==> src/rtl/motion_pkg.sv <==
// Shared defaults and controller state encoding for the motion tracker.
//   W_DEF       : coordinate width per axis
//   N_DEF       : number of axes
//   HYST_DEF    : minimum |delta| that changes heading
//   STALL_N_DEF : consecutive still samples before stall asserts
//   state_t     : EMPTY (no previous sample) / PRIMED (previous sample held)
package motion_pkg;

    localparam int W_DEF       = 11;
    localparam int N_DEF       = 2;
    localparam int HYST_DEF    = 0;
    localparam int STALL_N_DEF = 8;

    typedef enum logic {
        EMPTY  = 1'b0,
        PRIMED = 1'b1
    } state_t;

endpackage

==> src/rtl/motion_tracker_if.sv <==
// Sample/result bus of the motion tracker.
//   sample_en : pos holds a new sample (master -> slave)
//   pos       : packed positions, axis i at [i*W +: W]
//   heading   : per-axis direction, 1 = increasing
//   delta     : per-axis signed pos - previous pos, W+1 bits each
//   bounce    : per-axis one-cycle pulse on heading flip
//   stall     : per-axis level, axis not moving
//   valid     : delta/heading reflect at least two samples
interface motion_tracker_if
    import motion_pkg::*;
#(
    parameter int W = W_DEF,
    parameter int N = N_DEF
);
    logic                 sample_en;
    logic [N*W-1:0]       pos;
    logic [N-1:0]         heading;
    logic [N*(W+1)-1:0]   delta;
    logic [N-1:0]         bounce;
    logic [N-1:0]         stall;
    logic                 valid;

    modport master (
        output sample_en, pos,
        input  heading, delta, bounce, stall, valid
    );

    modport slave (
        input  sample_en, pos,
        output heading, delta, bounce, stall, valid
    );
endinterface

==> src/rtl/axis_tracker.sv <==
// Single-axis datapath: previous sample, delta, heading with hysteresis,
// bounce pulse and saturating stall counter.
//   clk, rst  : clock, asynchronous active-high reset
//   sample_en : pos is a new sample
//   primed    : a previous sample is held (controller in PRIMED)
//   pos       : current coordinate
//   delta     : registered signed pos - previous
//   heading   : registered direction
//   bounce    : one-cycle pulse when heading flips
//   stall     : high while the stall counter is saturated
module axis_tracker
    import motion_pkg::*;
#(
    parameter int   W         = W_DEF,
    parameter int   HYST      = HYST_DEF,
    parameter int   STALL_N   = STALL_N_DEF,
    parameter logic HEAD_INIT = 1'b1
) (
    input  logic                clk,
    input  logic                rst,
    input  logic                sample_en,
    input  logic                primed,
    input  logic [W-1:0]        pos,
    output logic signed [W:0]   delta,
    output logic                heading,
    output logic                bounce,
    output logic                stall
);
    localparam int             CW        = $clog2(STALL_N + 1);
    localparam logic [W:0]     HYST_V    = (W+1)'(HYST);
    localparam logic [CW-1:0]  STALL_MAX = CW'(STALL_N);

    function automatic logic [CW-1:0] sat_inc(input logic [CW-1:0] c);
        if (c == STALL_MAX)
            return c;
        return c + 1'b1;
    endfunction

    logic [W-1:0]        prev_p1;
    logic signed [W:0]   delta_p1;
    logic                heading_p1;
    logic                bounce_p1;
    logic [CW-1:0]       stall_cnt_p1;

    logic signed [W:0]   d_p0;
    logic [W:0]          mag_p0;
    logic                move_p0;
    logic                head_nxt_p0;

    // Stage p0: combinational difference; zero-extension to W+1 bits keeps
    // the full +/-(2^W-1) range without overflow.
    always_comb begin
        d_p0        = $signed({1'b0, pos}) - $signed({1'b0, prev_p1});
        mag_p0      = d_p0[W] ? $unsigned(-d_p0) : $unsigned(d_p0);
        move_p0     = mag_p0 > HYST_V;
        head_nxt_p0 = move_p0 ? ~d_p0[W] : heading_p1;
    end

    // Stage p1: registered outputs
    always_ff @(posedge clk or posedge rst) begin
        if (rst) begin
            prev_p1      <= '0;
            delta_p1     <= '0;
            heading_p1   <= HEAD_INIT;
            bounce_p1    <= 1'b0;
            stall_cnt_p1 <= '0;
        end else begin
            bounce_p1 <= 1'b0;
            if (sample_en) begin
                prev_p1 <= pos;
                if (primed) begin
                    delta_p1     <= d_p0;
                    heading_p1   <= head_nxt_p0;
                    bounce_p1    <= head_nxt_p0 != heading_p1;
                    stall_cnt_p1 <= move_p0 ? '0 : sat_inc(stall_cnt_p1);
                end
            end
        end
    end

    assign delta   = delta_p1;
    assign heading = heading_p1;
    assign bounce  = bounce_p1;
    assign stall   = stall_cnt_p1 == STALL_MAX;
endmodule

==> src/rtl/motion_tracker.sv <==
// Multi-axis motion tracker: EMPTY/PRIMED controller, valid flag and N
// independent axis_tracker datapaths.
//   clk : clock, rising edge
//   rst : asynchronous active-high reset
//   bus : motion_tracker_if.slave (sample_en, pos in; heading, delta,
//         bounce, stall, valid out)
module motion_tracker
    import motion_pkg::*;
#(
    parameter int         W         = W_DEF,
    parameter int         N         = N_DEF,
    parameter int         HYST      = HYST_DEF,
    parameter int         STALL_N   = STALL_N_DEF,
    parameter logic [N-1:0] HEAD_INIT = '1
) (
    input  logic            clk,
    input  logic            rst,
    motion_tracker_if.slave bus
);
    state_t               state, state_nxt;
    logic                 primed;
    logic                 valid_p1;
    logic [N-1:0]         heading_w;
    logic [N-1:0]         bounce_w;
    logic [N-1:0]         stall_w;
    logic [N*(W+1)-1:0]   delta_w;

    always_ff @(posedge clk or posedge rst) begin
        if (rst)
            state <= EMPTY;
        else
            state <= state_nxt;
    end

    always_comb begin
        state_nxt = state;
        case (state)
            EMPTY:   if (bus.sample_en) state_nxt = PRIMED;
            PRIMED:  state_nxt = PRIMED;
            default: state_nxt = EMPTY;
        endcase
    end

    assign primed = (state == PRIMED);

    // Stage p1: valid latches at the first sample taken while primed
    always_ff @(posedge clk or posedge rst) begin
        if (rst)
            valid_p1 <= 1'b0;
        else if (bus.sample_en && primed)
            valid_p1 <= 1'b1;
    end

    for (genvar i = 0; i < N; i++) begin : g_axis
        axis_tracker #(
            .W         (W),
            .HYST      (HYST),
            .STALL_N   (STALL_N),
            .HEAD_INIT (HEAD_INIT[i])
        ) u_axis (
            .clk       (clk),
            .rst       (rst),
            .sample_en (bus.sample_en),
            .primed    (primed),
            .pos       (bus.pos[i*W +: W]),
            .delta     (delta_w[i*(W+1) +: W+1]),
            .heading   (heading_w[i]),
            .bounce    (bounce_w[i]),
            .stall     (stall_w[i])
        );
    end

    assign bus.heading = heading_w;
    assign bus.delta   = delta_w;
    assign bus.bounce  = bounce_w;
    assign bus.stall   = stall_w;
    assign bus.valid   = valid_p1;
endmodule

==> src/flat_wrapper.sv <==
// flat-port wrapper written by rule: the top's interface ports become plain ports
module motion_tracker_flat import motion_pkg::*;
#(
    parameter int         W         = W_DEF,
    parameter int         N         = N_DEF,
    parameter int         HYST      = HYST_DEF,
    parameter int         STALL_N   = STALL_N_DEF,
    parameter logic [N-1:0] HEAD_INIT = '1
)
  (clk, rst, bus_sample_en, bus_pos, bus_heading, bus_delta, bus_bounce, bus_stall, bus_valid);
  motion_tracker_if #(.W(W), .N(N)) bus_i ();
  input  logic clk;
  input  logic rst;
  input wire logic [$bits(bus_i.sample_en)-1:0] bus_sample_en;
  input wire logic [$bits(bus_i.pos)-1:0] bus_pos;
  output wire logic [$bits(bus_i.heading)-1:0] bus_heading;
  output wire logic [$bits(bus_i.delta)-1:0] bus_delta;
  output wire logic [$bits(bus_i.bounce)-1:0] bus_bounce;
  output wire logic [$bits(bus_i.stall)-1:0] bus_stall;
  output wire logic [$bits(bus_i.valid)-1:0] bus_valid;
  assign bus_i.sample_en = bus_sample_en;
  assign bus_i.pos = bus_pos;
  assign bus_heading = bus_i.heading;
  assign bus_delta = bus_i.delta;
  assign bus_bounce = bus_i.bounce;
  assign bus_stall = bus_i.stall;
  assign bus_valid = bus_i.valid;
  motion_tracker #(.W(W), .N(N), .HYST(HYST), .STALL_N(STALL_N), .HEAD_INIT(HEAD_INIT)) u_core (.clk(clk), .rst(rst), .bus(bus_i));
endmodule
==> config.mk <==
export PLATFORM = sky130hd
export DESIGN_NAME = motion_tracker_flat
export DESIGN_NICKNAME = d
export VERILOG_FILES = /design/src/rtl/motion_pkg.sv /design/src/rtl/motion_tracker_if.sv /design/src/rtl/axis_tracker.sv /design/src/rtl/motion_tracker.sv /design/src/flat_wrapper.sv
export SDC_FILE = /design/constraint.sdc
export NUM_CORES = 1
export LEC_CHECK = 0
export BUFFER_PORTS_ARGS = -buffer_cell sky130_fd_sc_hd__buf_2
export CAP_MARGIN = 20
export CORE_MARGIN = 2
export CORE_UTILIZATION = 45
export CTS_BUF_LIST = sky130_fd_sc_hd__clkbuf_4 sky130_fd_sc_hd__clkbuf_8 sky130_fd_sc_hd__clkbuf_16
export DETAILED_ROUTE_END_ITERATION = 6
export GPL_TIMING_DRIVEN = 0
export HOLD_SLACK_MARGIN = 0.15
export PLACE_DENSITY = 0.66
export SYNTH_ARGS = -nofsm -noshare
export SYNTH_HDL_FRONTEND = slang
export SYNTH_SLANG_ARGS = --single-unit
==> constraint.sdc <==
create_clock -name clk -period 6.8 [get_ports clk]
set_clock_uncertainty 0.1 [all_clocks]
set_input_delay 0.34 -clock clk [delete_from_list [all_inputs] [get_ports clk]]
set_output_delay 0.34 -clock clk [all_outputs]
set_load 0.005 [all_outputs]
==> metrics.cfg <==
[hold_path]
hp-class=input port to flip-flop

[route]
wl_um=9150
drtPass1Iterations=5
wire_per_inst_um=14.7
drt_iter0_drc=158
routed_via_density=5.35
antenna_left=0
drc=0
vias=3320

[synthesis]
ys_warn_count=0
synth_area_leaders=dfrtp_1 38%, ha_1 8.6%, nand2_1 7.2%
synth.most_common_cell=nand2_1
synthFlopType=dfrtp_1
synth.avg_cell_area_um2=8.87
yosysUniqueCellTypes=64
synth_commonest_cells=73 x nand2_1, 58 x dfrtp_1, 37 x inv_1, 37 x o21ai_0, 26 x ha_1
yosysTopAreaCellShare=0.382
ys_ff_latch=60
netlist_area_um2=3800
syn-num-nets=481
seq_area_frac_synth=0.396
synth_enable_flop_cells=0
synthArstFlopShare=1.00
yosys.area.top_type=dfrtp_1
syn_inst=428

[placement]
io_buffers=54
globalplace.congestion=0.867
dp_hpwl_um=6870
placed_cells=588

[sta]
setup_tns_ps=0
setup_viol=0
min_period_ps=3500
finalHoldViolCount=0
maxClockFrequency_ghz=0.286
tightestPinTransition_ps=885
final_max_slew_viol_count=0
rsz0062_at_grt=no
hold-worst-slack_ps=158
period_share=0.515
slew_headroom=0.409

[clock_network]
h-tree-depth=3
cts_tree=built
cts_sinks=60
postCtsSetupRepairBufs=0
cts-root-buf=clkbuf_8
clock_latency_ps=350
cts_buffers=9
clk_pin_slew_ps=70
clock_path_buffers=2

[layout]
multi_input_area_um2=2030
num-fill-cells=761
regArea_um2=1500
drive_gt1_frac=0.196
syn2layout_area_growth_pct=22.5
fin_cells=621
layout.nets=564
antenna_cells=0

[critical_path]
path_class=input port to flip-flop
worst_setup_path_start_kind=input port
worst_setup_path_end_kind=flip-flop
critical_path.max_fanout=5
worstPathArrival_ps=3630
cp.required_ps=6930

[grt]
grt_pass1_wl_um=15400
grt_max_degree=40
grt_usage=0.217
gr-total-overflow=0
antenna_found_initial=0
grt_pass1_vias=3279

[floorplan]
die_x_um=95.9
num_rows=33
fp.dieH_um=95.9
start_util=0.462
io_pins=56
dieArea_um2=9190
core_um2=8220

[run_status]
status=complete, no violations

[pwr]
leakage_nw=2.17
p_per_area_nw_per_um2=254
total_power_mw=1.18
ir_worst_vdd_uv=179

[job]
drv_cap=0

-- cells in the final DEF (no fill, tap or decap), types with 3 or more instances in the layout --
master / instances
buf_2: 55
nor2_1: 21
clkbuf_8: 11
nand2_1: 73
a21oi_1: 18
nand2b_1: 10
inv_1: 36
buf_4: 6
o21ai_0: 37
clkbuf_1: 14
a21o_1: 4
a41oi_1: 3
dfrtp_1: 58
nand4_1: 8
dlygate4sd3_1: 17
o21a_1: 7
nand3_1: 11
ha_1: 26
a211oi_1: 4
mux2_2: 5
nor2b_1: 5
a31oi_1: 7
o21ai_1: 4
o211ai_1: 4
xnor2_1: 7
bufinv_16: 3
nor3_1: 4
-- routing by layer --
metal	wire [um]	up-vias	part of all wire	GRT usage
met5	0	-	0	0
met4	97	0	0.011	0.0548
met3	346	12	0.038	0.0532
met2	4440	54	0.49	0.379
met1	4260	1589	0.47	0.270
li1	-	1665	-	-
-- cells by family (layout without fill, tap and decap cells) --
family                     count (synthesis)  after routing  synth area share
xor gates and xnor gates                   8              8            0.0185
adders and majority gates                 28             28            0.0962
DFF                                       60             60             0.396
buffers and inverters                     61            149            0.0705
AOI/OAI and AO/OA                        114            114             0.207
and+or+nand+nor                          152            152             0.197
muxes                                      5              5            0.0148
-- where the power goes --
group          internal, mW  switching, mW
combinational         0.144          0.192
sequential            0.408         0.0257
clock                 0.267          0.145
total                 0.820          0.363
-- final timing paths --
path,to,cells past startpoint,slack [ps],from
min in group asynchronous,u_core.g_axis[1].u_axis.delta[6]$_DFFE_PP0P_,3,630,rst
setup / recovery,u_core.g_axis[0].u_axis.bounce$_DFF_PP0_,13,3300,bus_pos[0]
max in group asynchronous,u_core.g_axis[0].u_axis.prev_p1[3]$_DFFE_PP0P_,4,5370,rst
setup reg to reg,u_core.g_axis[0].u_axis.bounce$_DFF_PP0_,10,3640,u_core.g_axis[0].u_axis.prev_p1[0]$_DFFE_PP0P_
hold / removal,u_core.g_axis[0].u_axis.prev_p1[6]$_DFFE_PP0P_,3,160,bus_pos[6]
hold reg to reg,u_core.bus.valid$_DFFE_PP0P_,1,370,u_core.bus.valid$_DFFE_PP0P_
-- timing repair --
item,CTS,global route
hold buffers,17,0
gates resized for setup,0,0
hold endpoints to repair,52,0
-- area by class of cell --
type | count | area share
tap | 105 | 0.0282
clock inverter | 4 | 0.0204
multi-input combinational | 307 | 0.436
clock buffer | 12 | 0.0342
timing repair buffer | 72 | 0.101
buffer | 24 | 0.0277
sequential | 60 | 0.323
inverter | 37 | 0.0299
-- worst max-delay path: stages --
cell and delay [ps]:
dlygate4sd3_1 530, buf_2 130, inv_1 50, ha_1 220
inv_1 70, fa_1 410, a21oi_1 280, o211ai_2 160
a2111oi_4 360, o21ai_2 150, a2111oi_4 470, a211oi_1 160
mux2_2 290
-- registers in the layout, summed over array words and instances (netlist names) --
name and count:
u_core.g_axis.u_axis.prev_p1 22, u_core.g_axis.u_axis.bounce 2, u_core.primed 1, u_core.bus.valid 1, u_core.g_axis.u_axis.heading 2, u_core.g_axis.u_axis.delta 24
u_core.g_axis.u_axis.stall_cnt_p1 8
-- through the flow --
stage	utilization	instance area [um2]	setup WS, ps
floorplan	-	3800	3940
global placement	0.511	4200	3510
detailed placement	0.514	4230	3460
CTS	0.566	4650	3290
global route	0.566	4650	3160
finish	0.566	4650	3300
(Power assumes the default switching activity.)
